### config.mk
export PLATFORM = sky130hd
export DESIGN_NAME = multi_cycle_ctrl
export DESIGN_NICKNAME = d
export VERILOG_FILES = /design/src/rtl/ctrl_pkg.sv /design/src/rtl/ctrl_decode.sv /design/src/rtl/multi_cycle_ctrl.sv
export SDC_FILE = /design/constraint.sdc
export NUM_CORES = 1
export LEC_CHECK = 0
export ABC_AREA = 1
export CORE_AREA = 5 5 45 47
export DETAILED_ROUTE_END_ITERATION = 8
export DIE_AREA = 0 0 50 52
export MAX_ROUTING_LAYER = met4
export PLACE_DENSITY_LB_ADDON = 0.08
export SLEW_MARGIN = 20
export SYNTH_ARGS = -nofsm -noshare
export SYNTH_HDL_FRONTEND = slang
export SYNTH_SLANG_ARGS = --single-unit
### constraint.sdc
create_clock -name CLK -period 1.4 [get_ports CLK]
set_input_delay 0.14 -clock CLK [delete_from_list [all_inputs] [get_ports CLK]]
set_output_delay 0.14 -clock CLK [all_outputs]
set_load 0.02 [all_outputs]
### src/rtl/ctrl_pkg.sv
// Shared encodings for the multi-cycle CPU control unit: opcodes, FSM states,
// opcode classes, ALUOp / PCSrc / RegDst codes.
package ctrl_pkg;

    localparam logic [5:0] OP_ADD  = 6'b000000;
    localparam logic [5:0] OP_SUB  = 6'b000001;
    localparam logic [5:0] OP_ADDI = 6'b000010;
    localparam logic [5:0] OP_OR   = 6'b010000;
    localparam logic [5:0] OP_AND  = 6'b010001;
    localparam logic [5:0] OP_ORI  = 6'b010010;
    localparam logic [5:0] OP_SLT  = 6'b100110;
    localparam logic [5:0] OP_SW   = 6'b110000;
    localparam logic [5:0] OP_LW   = 6'b110001;
    localparam logic [5:0] OP_BEQ  = 6'b110100;
    localparam logic [5:0] OP_BNE  = 6'b110101;
    localparam logic [5:0] OP_J    = 6'b111000;
    localparam logic [5:0] OP_JR   = 6'b111001;
    localparam logic [5:0] OP_JAL  = 6'b111010;
    localparam logic [5:0] OP_HALT = 6'b111111;

    typedef enum logic [2:0] {
        S_IF     = 3'b000,
        S_ID     = 3'b001,
        S_EXE_LS = 3'b010,
        S_MEM    = 3'b011,
        S_WB_LD  = 3'b100,
        S_EXE_BR = 3'b101,
        S_EXE_AL = 3'b110,
        S_WB_AL  = 3'b111
    } state_t;

    typedef enum logic [2:0] {
        CL_ALU_R, CL_ALU_I, CL_BR, CL_LS, CL_JMP, CL_HALT, CL_ILL
    } op_class_t;

    localparam logic [2:0] ALU_ADD = 3'b000;
    localparam logic [2:0] ALU_SUB = 3'b001;
    localparam logic [2:0] ALU_SLT = 3'b011;
    localparam logic [2:0] ALU_OR  = 3'b100;
    localparam logic [2:0] ALU_AND = 3'b101;

    localparam logic [1:0] PC_4   = 2'b00;
    localparam logic [1:0] PC_BR  = 2'b01;
    localparam logic [1:0] PC_RS  = 2'b10;
    localparam logic [1:0] PC_JMP = 2'b11;

    localparam logic [1:0] RD_31 = 2'b00;
    localparam logic [1:0] RD_RT = 2'b01;
    localparam logic [1:0] RD_RD = 2'b10;

endpackage

### src/rtl/ctrl_decode.sv
// Combinational opcode decoder: class, ALUOp, ExtSel, ALUSrcB.
// CTRL_JAL_EN enables jr/jal; without it they decode as illegal.
module ctrl_decode
    import ctrl_pkg::*;
#(
    parameter int OPW  = 6,
    parameter int AOPW = 3
) (
    input  logic [OPW-1:0]  opcode,
    output op_class_t       cls,
    output logic [AOPW-1:0] aluop,
    output logic            ext_sel,
    output logic            alusrcb
);

    always_comb begin
        cls = CL_ILL;
        case (opcode)
            OP_ADD, OP_SUB, OP_OR, OP_AND, OP_SLT: cls = CL_ALU_R;
            OP_ADDI, OP_ORI:                       cls = CL_ALU_I;
            OP_BEQ, OP_BNE:                        cls = CL_BR;
            OP_SW, OP_LW:                          cls = CL_LS;
            OP_J:                                  cls = CL_JMP;
`ifdef CTRL_JAL_EN
            OP_JR, OP_JAL:                         cls = CL_JMP;
`endif
            OP_HALT:                               cls = CL_HALT;
            default:                               cls = CL_ILL;
        endcase
    end

    always_comb begin
        aluop = AOPW'(ALU_ADD);
        case (opcode)
            OP_SUB, OP_BEQ, OP_BNE: aluop = AOPW'(ALU_SUB);
            OP_OR, OP_ORI:          aluop = AOPW'(ALU_OR);
            OP_AND:                 aluop = AOPW'(ALU_AND);
            OP_SLT:                 aluop = AOPW'(ALU_SLT);
            default:                aluop = AOPW'(ALU_ADD);
        endcase
    end

    assign ext_sel = (opcode != OP_ORI);
    assign alusrcb = (opcode == OP_ADDI) || (opcode == OP_ORI) ||
                     (opcode == OP_SW)   || (opcode == OP_LW);

endmodule

### src/rtl/multi_cycle_ctrl.sv
// Multi-cycle CPU control FSM (IF/ID/EXE/MEM/WB). Optional jr/jal support
// is selected by the CTRL_JAL_EN macro.
module multi_cycle_ctrl
    import ctrl_pkg::*;
#(
    parameter int OPW  = 6,
    parameter int AOPW = 3
) (
    input  logic            CLK,
    input  logic            Reset,
    input  logic [OPW-1:0]  opcode,
    input  logic            zero,
    output logic            PCWre,
    output logic [1:0]      PCSrc,
    output logic            IRWre,
    output logic            ExtSel,
    output logic            ALUSrcB,
    output logic [AOPW-1:0] ALUOp,
    output logic            mRD,
    output logic            mWR,
    output logic            DBDataSrc,
    output logic            RegWre,
    output logic            WrRegDSrc,
    output logic [1:0]      RegDst,
    output logic [2:0]      state
);

    state_t          st, nxt;
    op_class_t       cls;
    logic [AOPW-1:0] dec_aluop;
    logic            dec_ext, dec_srcb, br_taken;

    ctrl_decode #(.OPW(OPW), .AOPW(AOPW)) u_dec (
        .opcode  (opcode),
        .cls     (cls),
        .aluop   (dec_aluop),
        .ext_sel (dec_ext),
        .alusrcb (dec_srcb)
    );

    assign br_taken = ((opcode == OP_BEQ) &&  zero) ||
                      ((opcode == OP_BNE) && !zero);
    assign state    = st;

    always_ff @(posedge CLK) begin
        if (!Reset) st <= S_IF;
        else        st <= nxt;
    end

    always_comb begin
        nxt       = st;
        PCWre     = 1'b0;
        PCSrc     = PC_4;
        IRWre     = 1'b0;
        ExtSel    = 1'b0;
        ALUSrcB   = 1'b0;
        ALUOp     = AOPW'(ALU_ADD);
        mRD       = 1'b0;
        mWR       = 1'b0;
        DBDataSrc = 1'b0;
        RegWre    = 1'b0;
        WrRegDSrc = 1'b0;
        RegDst    = RD_31;

        // Operand controls are steady from decode until the instruction retires.
        if (st != S_IF) begin
            ExtSel  = dec_ext;
            ALUSrcB = dec_srcb;
            ALUOp   = dec_aluop;
        end

        case (st)
            S_IF: begin
                IRWre = 1'b1;
                nxt   = S_ID;
            end
            S_ID: begin
                case (cls)
                    CL_ALU_R, CL_ALU_I: nxt = S_EXE_AL;
                    CL_BR:              nxt = S_EXE_BR;
                    CL_LS:              nxt = S_EXE_LS;
                    CL_JMP: begin
                        PCWre = 1'b1;
                        PCSrc = PC_JMP;
                        nxt   = S_IF;
`ifdef CTRL_JAL_EN
                        if (opcode == OP_JR) PCSrc = PC_RS;
                        if (opcode == OP_JAL) begin
                            RegWre    = 1'b1;
                            RegDst    = RD_31;
                            WrRegDSrc = 1'b0;
                        end
`endif
                    end
                    CL_HALT:            nxt = S_ID;
                    default: begin
                        PCWre = 1'b1;
                        nxt   = S_IF;
                    end
                endcase
            end
            S_EXE_AL: nxt = S_WB_AL;
            S_WB_AL: begin
                RegWre    = 1'b1;
                WrRegDSrc = 1'b1;
                RegDst    = (cls == CL_ALU_R) ? RD_RD : RD_RT;
                PCWre     = 1'b1;
                nxt       = S_IF;
            end
            S_EXE_BR: begin
                PCWre = 1'b1;
                PCSrc = br_taken ? PC_BR : PC_4;
                nxt   = S_IF;
            end
            S_EXE_LS: nxt = S_MEM;
            S_MEM: begin
                if (opcode == OP_SW) begin
                    mWR   = 1'b1;
                    PCWre = 1'b1;
                    nxt   = S_IF;
                end else begin
                    mRD = 1'b1;
                    nxt = S_WB_LD;
                end
            end
            S_WB_LD: begin
                mRD       = 1'b1;
                DBDataSrc = 1'b1;
                RegWre    = 1'b1;
                WrRegDSrc = 1'b1;
                RegDst    = RD_RT;
                PCWre     = 1'b1;
                nxt       = S_IF;
            end
            default: nxt = S_IF;
        endcase

        // While reset is held the outputs look like IF so no write escapes.
        if (!Reset) begin
            PCWre     = 1'b0;
            PCSrc     = PC_4;
            IRWre     = 1'b1;
            ExtSel    = 1'b0;
            ALUSrcB   = 1'b0;
            ALUOp     = AOPW'(ALU_ADD);
            mRD       = 1'b0;
            mWR       = 1'b0;
            DBDataSrc = 1'b0;
            RegWre    = 1'b0;
            WrRegDSrc = 1'b0;
            RegDst    = RD_31;
        end
    end

endmodule

Word-level counts from Yosys, hierarchy flattened
Memory sizes are Yosys's and may differ from the RTL's.
Cells that the tools add are included.
W data, S select, Z words.
{"block": "op_classes", "eq_ne": 23, "mux": 32, "n_reduce_logical": 16}
{"cell": "$eq A6 B6 Y1 const B", "n": 5}
{"cell": "$pmux W3 S4", "n": 2}
{"cell": "$eq A3 B3 Y1 const B", "n": 6}
{"cell": "$eq A6 B5 Y1 const B", "n": 3}
{"cell": "$mux W1", "n": 18}
{"cell": "$pmux W3 S6", "n": 1}
{"cell": "$eq A3 B2 Y1 const B", "n": 4}
{"cell": "$mux W3", "n": 3}
{"cell": "$mux W2", "n": 4}
{"cell": "$pmux W2 S2", "n": 2}
{"cell": "$eq A3 B1 Y1 const B", "n": 2}
{"cell": "$eq A6 B1 Y1 const B", "n": 1}
{"cell": "$eq A6 B2 Y1 const B", "n": 1}
{"cell": "$logic_not A3 Y1", "n": 2}
{"cell": "$ne A6 B5 Y1 const B", "n": 1}
{"cell": "$reduce_or A2 Y1", "n": 3}
{"cell": "$reduce_or A3 Y1", "n": 2}
{"cell": "$reduce_or A5 Y1", "n": 1}
{"cell": "$logic_or A1 B1 Y1", "n": 4}
{"cell": "$pmux W1 S3", "n": 1}
{"cell": "$reduce_bool A3 Y1", "n": 1}
{"cell": "$logic_and A1 B1 Y1", "n": 2}
{"cell": "$pmux W1 S2", "n": 1}
{"cell": "$logic_not A1 Y1", "n": 1}
{"block": "word_totals", "register_bits": 3, "romBits": 192, "in_bits": 9, "out_inout_bits": 19, "elab_cells": 73, "memories": 1}
{"name": "(no name shown)", "depth": 64, "width": 3, "read_ports": 1, "rd_clocked_by_memory_dff": 0, "wr": 0, "line": "ctrl_decode.sv:18", "text": "case (opcode)"}

Logic depth before layout (Yosys ltp)
Gate-level depths: netlist of the first run.
{"block": "depth", "depth_word": 6, "mapped_depth": 9, "depth_no_buf": 9}

Modules after synthesis
A second synthesis of the first run with hierarchy kept.
{"block": "hier_totals", "cells_unflattened": 116, "area_unflattened_um2": 551.8}
{"mod": "multi_cycle_ctrl", "n_inst": 1, "cells_per_inst": 77, "area_per_inst_um2": 377.9, "seq_area_each_um2": 60.1}
{"mod": "ctrl_decode", "n_inst": 1, "cells_per_inst": 39, "area_per_inst_um2": 173.9, "seq_area_each_um2": 0.0}

Worst setup path before layout of the first run
Ideal clock, no wire load.
{"block": "synth_timing", "path_kind": "reg2out", "from": "reg st[2] (netlist: state[2])", "to": "out RegDst[0]", "arrival_time_ns": 1.657, "required_time_ns": 1.260, "path_slack_ns": -0.397, "stages_incl_launch_ff": 7, "path_buffers": 0, "cell_sequence": "dfxtp_1 nand2_1 nor2_2 inv_1 a21oi_1 inv_1 nor2_1"}
{"block": "synth_between", "elab_chain_len": 3, "word_cells_on_any_way": 4, "classes_between": "eq/ne (2); mux (2)"}
{"item": "start: declaration", "line": "multi_cycle_ctrl.sv:28", "text": "state_t st, nxt;"}
{"item": "start signal: assignment", "line": "multi_cycle_ctrl.sv:47", "text": "else st <= nxt;"}
{"item": "$eq A3 B3 Y1", "line": "multi_cycle_ctrl.sv:72", "text": "case (st)"}
{"item": "$pmux W2 S2 *", "line": "multi_cycle_ctrl.sv:72"}
{"item": "$mux W2 *", "line": "multi_cycle_ctrl.sv:139", "text": "if (!Reset) begin"}
{"item": "end: declaration", "line": "multi_cycle_ctrl.sv:24", "text": "output logic [1:0] RegDst,"}
Mark *: on every way between the ends. The rest lies on a longest branch, timed or not.

Worst setup path after layout of the first run
{"block": "layout_timing", "from": "reg st[1] (netlist: state[1])", "to": "out PCWre"}
{"block": "layout_between", "elab_chain_len": 4, "word_cells_on_any_way": 8, "classes_between": "eq/ne (5); mux (2); reduce/logical (1)"}
{"item": "$eq A3 B3 Y1", "line": "multi_cycle_ctrl.sv:72"}
{"item": "$reduce_or A3 Y1 (no line)"}
{"item": "$pmux W1 S3 *", "line": "multi_cycle_ctrl.sv:72"}
{"item": "$mux W1 *", "line": "multi_cycle_ctrl.sv:139"}
{"item": "end: declaration", "line": "multi_cycle_ctrl.sv:13", "text": "output logic PCWre,"}
Marks and branches as above.

==> metrics.cfg, run 1 <==
[cells_and_area]
largest_reg_flops = 3
area_delta_synth_final_pct = 108
multiInputGateArea_um2 = 621
drive_above_1_share = 0.665
nets = 177
fill_cells = 115
antennaDiodeCount = 0
seqCellArea_um2 = 71.3
mostFrequentLayoutCell = buf_4
final_cell_mix = buf_4, nand2_1, inv_1, nor2_1, buf_6

[setup_path]
critPathMaxFanout = 5
crit_required_ns = 1.26
critical_path_class = reg2out
worst_setup_path_end_kind = primary output
arrival_ns = 1.36
startpoint_type = flop
reg2reg_slack_ns = 0.29

[power_and_ir_drop]
powerDensity_nw_per_um2 = 425
p_comb_frac = 0.529
p_sw_w = 0.000218
swShare = 0.398
power.clock.fraction = 0.294
power.share.sequential = 0.177
power_leakage_nw = 0.622
ir_worst_vdd_mv = 0.426
internal_power_w = 0.000330

[clock_tree]
numCtsBuffers = 3
cts_root_buf = clkbuf_4
clk_path_buf_depth = 2
htreeDepth = 1
clk_pin_slew_ns = 0.04
cts_tree = done
clock_sinks = 3
insertion_delay_ns = 0.25

[sta]
hold_viol = 0
period_needed_ns = 1.50
tightest_slew_ns = 0.216
rsz0062_at_grt = true
max_slew_margin = 0.855
whs_ns = 0.455
skew_ns = 0.0125
final.setup.tns_ns = -0.277
finalSetupViolations = 7
setup_slack_ns = -0.103
post-route-period-util = 1.07
drv_slew = 0
fmax_mhz = 666

[min_path]
worst_hold_path_type = in2reg

[place]
place_hpwl_um = 1670
io_buffers = 27
gp_congestion = 0.934

[routing]
route.detailed.drc = 0
vias = 908
first_pass_iters = 4
vias_per_cell = 4.93
routedWlPerCell_um = 11.6
antenna_left = 0
drt_iter0_markers = 13
wirelength_um = 2140

[global_routing]
grtUsageTotal = 0.176
grt_pass1_vias = 927
grt_pass1_wl_um = 3600
grt_max_degree = 9
grt.overflow.total = 0
antenna_found_initial = 0

[floorplan]
die_w_um = 50
start_util = 0.384
placementRows = 15
die_height_um = 52
core_um2 = 1610
dieArea_um2 = 2600
io_pins = 28

[outcome]
status = complete, but fails checks
violations = setup timing

[job]
cap_violations = 0

[logic_synthesis]
syn_inst = 106
synth_cell_type_count = 27
synth_nets = 115
syn-mean-instance-area_um2 = 5.85
yosysSeqAreaShare = 0.0968
yosysWarnings = 0
ys_ff_latch = 3
syn-cell-area_um2 = 621

-- critical path, cell delays in order, from the launching register on --
cell and delay, ns:
dfxtp_4 0.37, nand2_2 0.07, or2_4 0.27, nor2_4 0.09, a21oi_2 0.04, a21oi_2 0.15
buf_6 0.13
-- power groups by stage --
stage	registers [W]	clock network [W]	logic, W
floorplan	0.000105	0	0.000120
global placement	0.0000983	0	0.000258
detailed placement	0.0000984	0	0.000261
CTS	0.0000961	0.000152	0.000277
global route	0.0000980	0.000180	0.000314
finish	0.0000968	0.000161	0.000290
-- cell families (layout without fill, tap and decap cells) --
kind of cell,Yosys count,in the layout,share of synthesized area
compound gates,13,13,0.123
simple gates,68,68,0.639
buf+inv,22,83,0.141
flops,3,3,0.0968
-- final timing paths --
check | to | startpoint | cells after the start
hold / removal | state[0] | Reset | 4
hold reg to reg | state[0] | state[2] | 3
setup / recovery | PCWre | state[1] | 6
setup reg to reg | state[2] | state[1] | 5
-- through the flow --
stage	setup slack [ns]	utilization	cell area [µm²]	instances	power, W
after floorplan	-0.0307	-	667	106	0.000225
after global placement	-0.796	0.715	1150	176	0.000356
after detailed placement	-0.822	0.715	1150	176	0.000360
after CTS	-0.0784	0.774	1250	182	0.000525
after global routing	-0.171	0.798	1290	184	0.000593
final	-0.103	0.798	1290	184	0.000548
-- cell type report --
class,instances,area share
clock buffer,4,0.0204
tap,17,0.0165
sequential,3,0.0553
timing repair buffer,58,0.364
inverter,21,0.0621
multi-input combinational,81,0.482
-- synth_stat cells, drive strengths merged --
master  count  area share
nand4       3       0.030
nand3b      1       0.032
buf         1       0.012
clkinv      1      0.0081
nand2      22        0.15
dfxtp       3       0.097
a21oi       8       0.071
a41oi       1       0.014
or2         1       0.010
nand3      13        0.17
nor2       23        0.20
nor4        1       0.010
o21ai       4       0.038
inv        20        0.12
nor2b       1       0.010
nor3        3       0.032
-- layer usage --
layer	vias up	track usage	routed length, µm
li1	466	-	-
met1	414	0.176	809
met2	22	0.335	1170
met3	6	0.0229	96
met4	0	0.0742	59
met5	-	-	0
-- repair_timing --
item / 4_1_cts / 5_1_grt
pin swaps: 11 / 6
hold endpoints to repair: 0 / 0
cloned: 0 / 0
buffers inserted: 2 / 2
resized for setup: 125 / 26
hold buffers: 0 / 0
setup endpoints to repair: 18 / 16
No activity file was read; power rests on OpenSTA's default activity.
==> inputs of run 2 (changes only) <==
Settings changed: CTS_BUF_LIST from default to sky130_fd_sc_hd__clkbuf_8, CTS_CLUSTER_DIAMETER from default to 150, GPL_TIMING_DRIVEN from default to 0.
==> metrics.cfg, run 2 (same netlist as run 1, synthesis figures left out) <==
[cells_and_area]
final_cell_mix = buf_4, nand2_1, inv_1, nor2_1, nor2_4
instances_no_fill = 168  ; -8.7%
nets = 161  ; -9.0%
mostFrequentLayoutCell = buf_4
area_delta_synth_final_pct = 97.2
fill_cells = 121  ; +5.2%
largest_reg_flops = 3  ; unchanged
drive_above_1_share = 0.629  ; -0.0355
multiInputGateArea_um2 = 654  ; +5.4%
final_area_um2 = 1220  ; -5.0%
antennaDiodeCount = 0  ; unchanged
seqCellArea_um2 = 71.3  ; unchanged
utilization = 0.758  ; -0.0403

[job]
cap_violations = 0  ; unchanged

[setup_path]
critical_path_class = reg2out
critPathSlowestCell = dfxtp_4
startpoint_type = flop
cpPeakStageDelay_ns = 0.37  ; about the same
cp_cell_sequence = inv_4 > nand2_4 > nor2_4 > inv_2 > a21oi_4 > inv_2 > nor2_2 > buf_6
arrival_ns = 1.33  ; -0.03 ns
critPathMaxFanout = 5  ; unchanged
cp_top_family = flip-flops
crit_required_ns = 1.26  ; about the same
cp_common_cell = inv_2
worst_setup_path_end_kind = primary output
cp_num_buf_inv = 4  ; +3

[sta]
finalSetupViolations = 6  ; -1
setup_slack_ns = -0.0673  ; +0.0353 ns
skew_ns = 0.000915  ; -0.0116 ns
hold_viol = 0  ; unchanged
period_needed_ns = 1.47  ; -0.0353 ns
fmax_mhz = 682  ; +2.4%
max_slew_margin = 0.850  ; -0.00493
tightest_slew_ns = 0.225  ; +0.00846 ns
drv_slew = 0  ; unchanged
rsz0062_at_grt = true
post-route-period-util = 1.05  ; -0.0252

[global_routing]
grt_max_degree = 11  ; +2
grt_pass1_vias = 822  ; -11%
grtUsageTotal = 0.168  ; -0.00731
antenna_found_initial = 0  ; unchanged
grt.overflow.total = 0  ; unchanged
grt_pass1_wl_um = 3370  ; -6.5%

[power_and_ir_drop]
power_w = 0.000600  ; +9.5%
powerDensity_nw_per_um2 = 490  ; +15%
ir_worst_vdd_mv = 0.532  ; +25%
power_leakage_nw = 0.571  ; -8.3%

[clock_tree]
clk_pin_slew_ns = 0.03  ; about the same
cts_tree = done
cts_root_buf = clkbuf_8
clock_sinks = 3  ; unchanged
numCtsBuffers = 3  ; unchanged
ctsHoldBuffers = 0  ; unchanged
htreeDepth = 1  ; unchanged
clk_path_buf_depth = 2  ; unchanged
insertion_delay_ns = 0.21  ; -0.04 ns

[routing]
wl_met2_um = 1250  ; +6.4%
routed.top_layer = met4
drt_iter0_markers = 16  ; +3
antenna_left = 0  ; unchanged
wirelength_um = 2060  ; -3.6%
route.detailed.drc = 0  ; unchanged
vias_per_cell = 4.99  ; +1.1%
met1_length_um = 722  ; -11%
vias = 838  ; -7.7%
routedWlPerCell_um = 12.3  ; +5.5%
first_pass_iters = 4  ; unchanged
wl_met3_um = 85  ; -11%

[outcome]
violations = setup timing
status = complete, but fails checks

[place]
placed_area_um2 = 958  ; -17%
place_hpwl_um = 1440  ; -14%
gp_congestion = 0.849  ; -9.1%
dp_cells = 150  ; -15%
io_buffers = 27  ; unchanged

[min_path]
worst_hold_path_type = in2reg

[floorplan]
core_um2 = 1610  ; unchanged
placementRows = 15  ; unchanged
start_util = 0.384  ; unchanged
die_w_um = 50  ; unchanged
die_height_um = 52  ; unchanged
dieArea_um2 = 2600  ; unchanged
io_pins = 28  ; unchanged

-- run 2: cell count changes in the layout (fill, tap and decap cells not counted), moves of 2 or more --
cell and change:
inv_2 -2, inv_4 +3, buf_4 -16, nor2_2 -2
clkbuf_8 +3, nor2_4 +2
-- run 2: stage by stage --
stage               TNS, ns  setup WS (ns)  hold slack [ns]
detailed placement   -11.49         -0.853            0.591
CTS                  -0.305        -0.0790            0.404
floorplan           -0.0307        -0.0307            0.287
global placement     -11.24         -0.850            0.581
global route         -0.813         -0.136            0.408
finish               -0.294        -0.0673            0.408
-- run 2: area by class of cell --
class	instances	share of cell area
Sequential cell	3	0.0583
Tap cell	17	0.0174
Multi-Input combinational cell	81	0.535
Clock buffer	3	0.0337
Buffer	1	0.00920
Timing Repair Buffer	41	0.272
Inverter	21	0.0716
Clock inverter	1	0.00307
-- run 2: worst paths after layout --
path / startpoint / endpoint / slack (ns) / depth (start not counted)
worst min register to register: state[0] / state[0] / 0.62 / 3
worst min-delay path: Reset / state[0] / 0.41 / 3
worst max register to register: state[1] / state[2] / 0.16 / 6
worst max-delay path: state[1] / RegDst[0] / -0.07 / 8
-- run 2: timing repair --
item / 4_1_cts / 5_1_grt
setup endpoints to repair: 17 / 16
cloned: 0 / 0
buffers inserted: 10 / 4
pin swaps: 12 / 12
gates resized for setup: 126 / 36
-- run 2: power breakdown --
part	internal (W)	switching (W)	total, W
sequential	0.0000889	0.0000137	0.000103
clock	0.000186	0.0000475	0.000233
combinational	0.000109	0.000155	0.000264
-- run 2: per-layer routing --
metal,vias up,track usage
met5,-,-
met4,0,0.0393
met3,2,0.0344
met2,18,0.351
met1,385,0.149
li1,433,-
-- run 2: tightest hold or removal path, stage by stage --
cell           delay [ns]
dlygate4sd2_1        0.29
nand3_1              0.11
a21oi_2              0.03
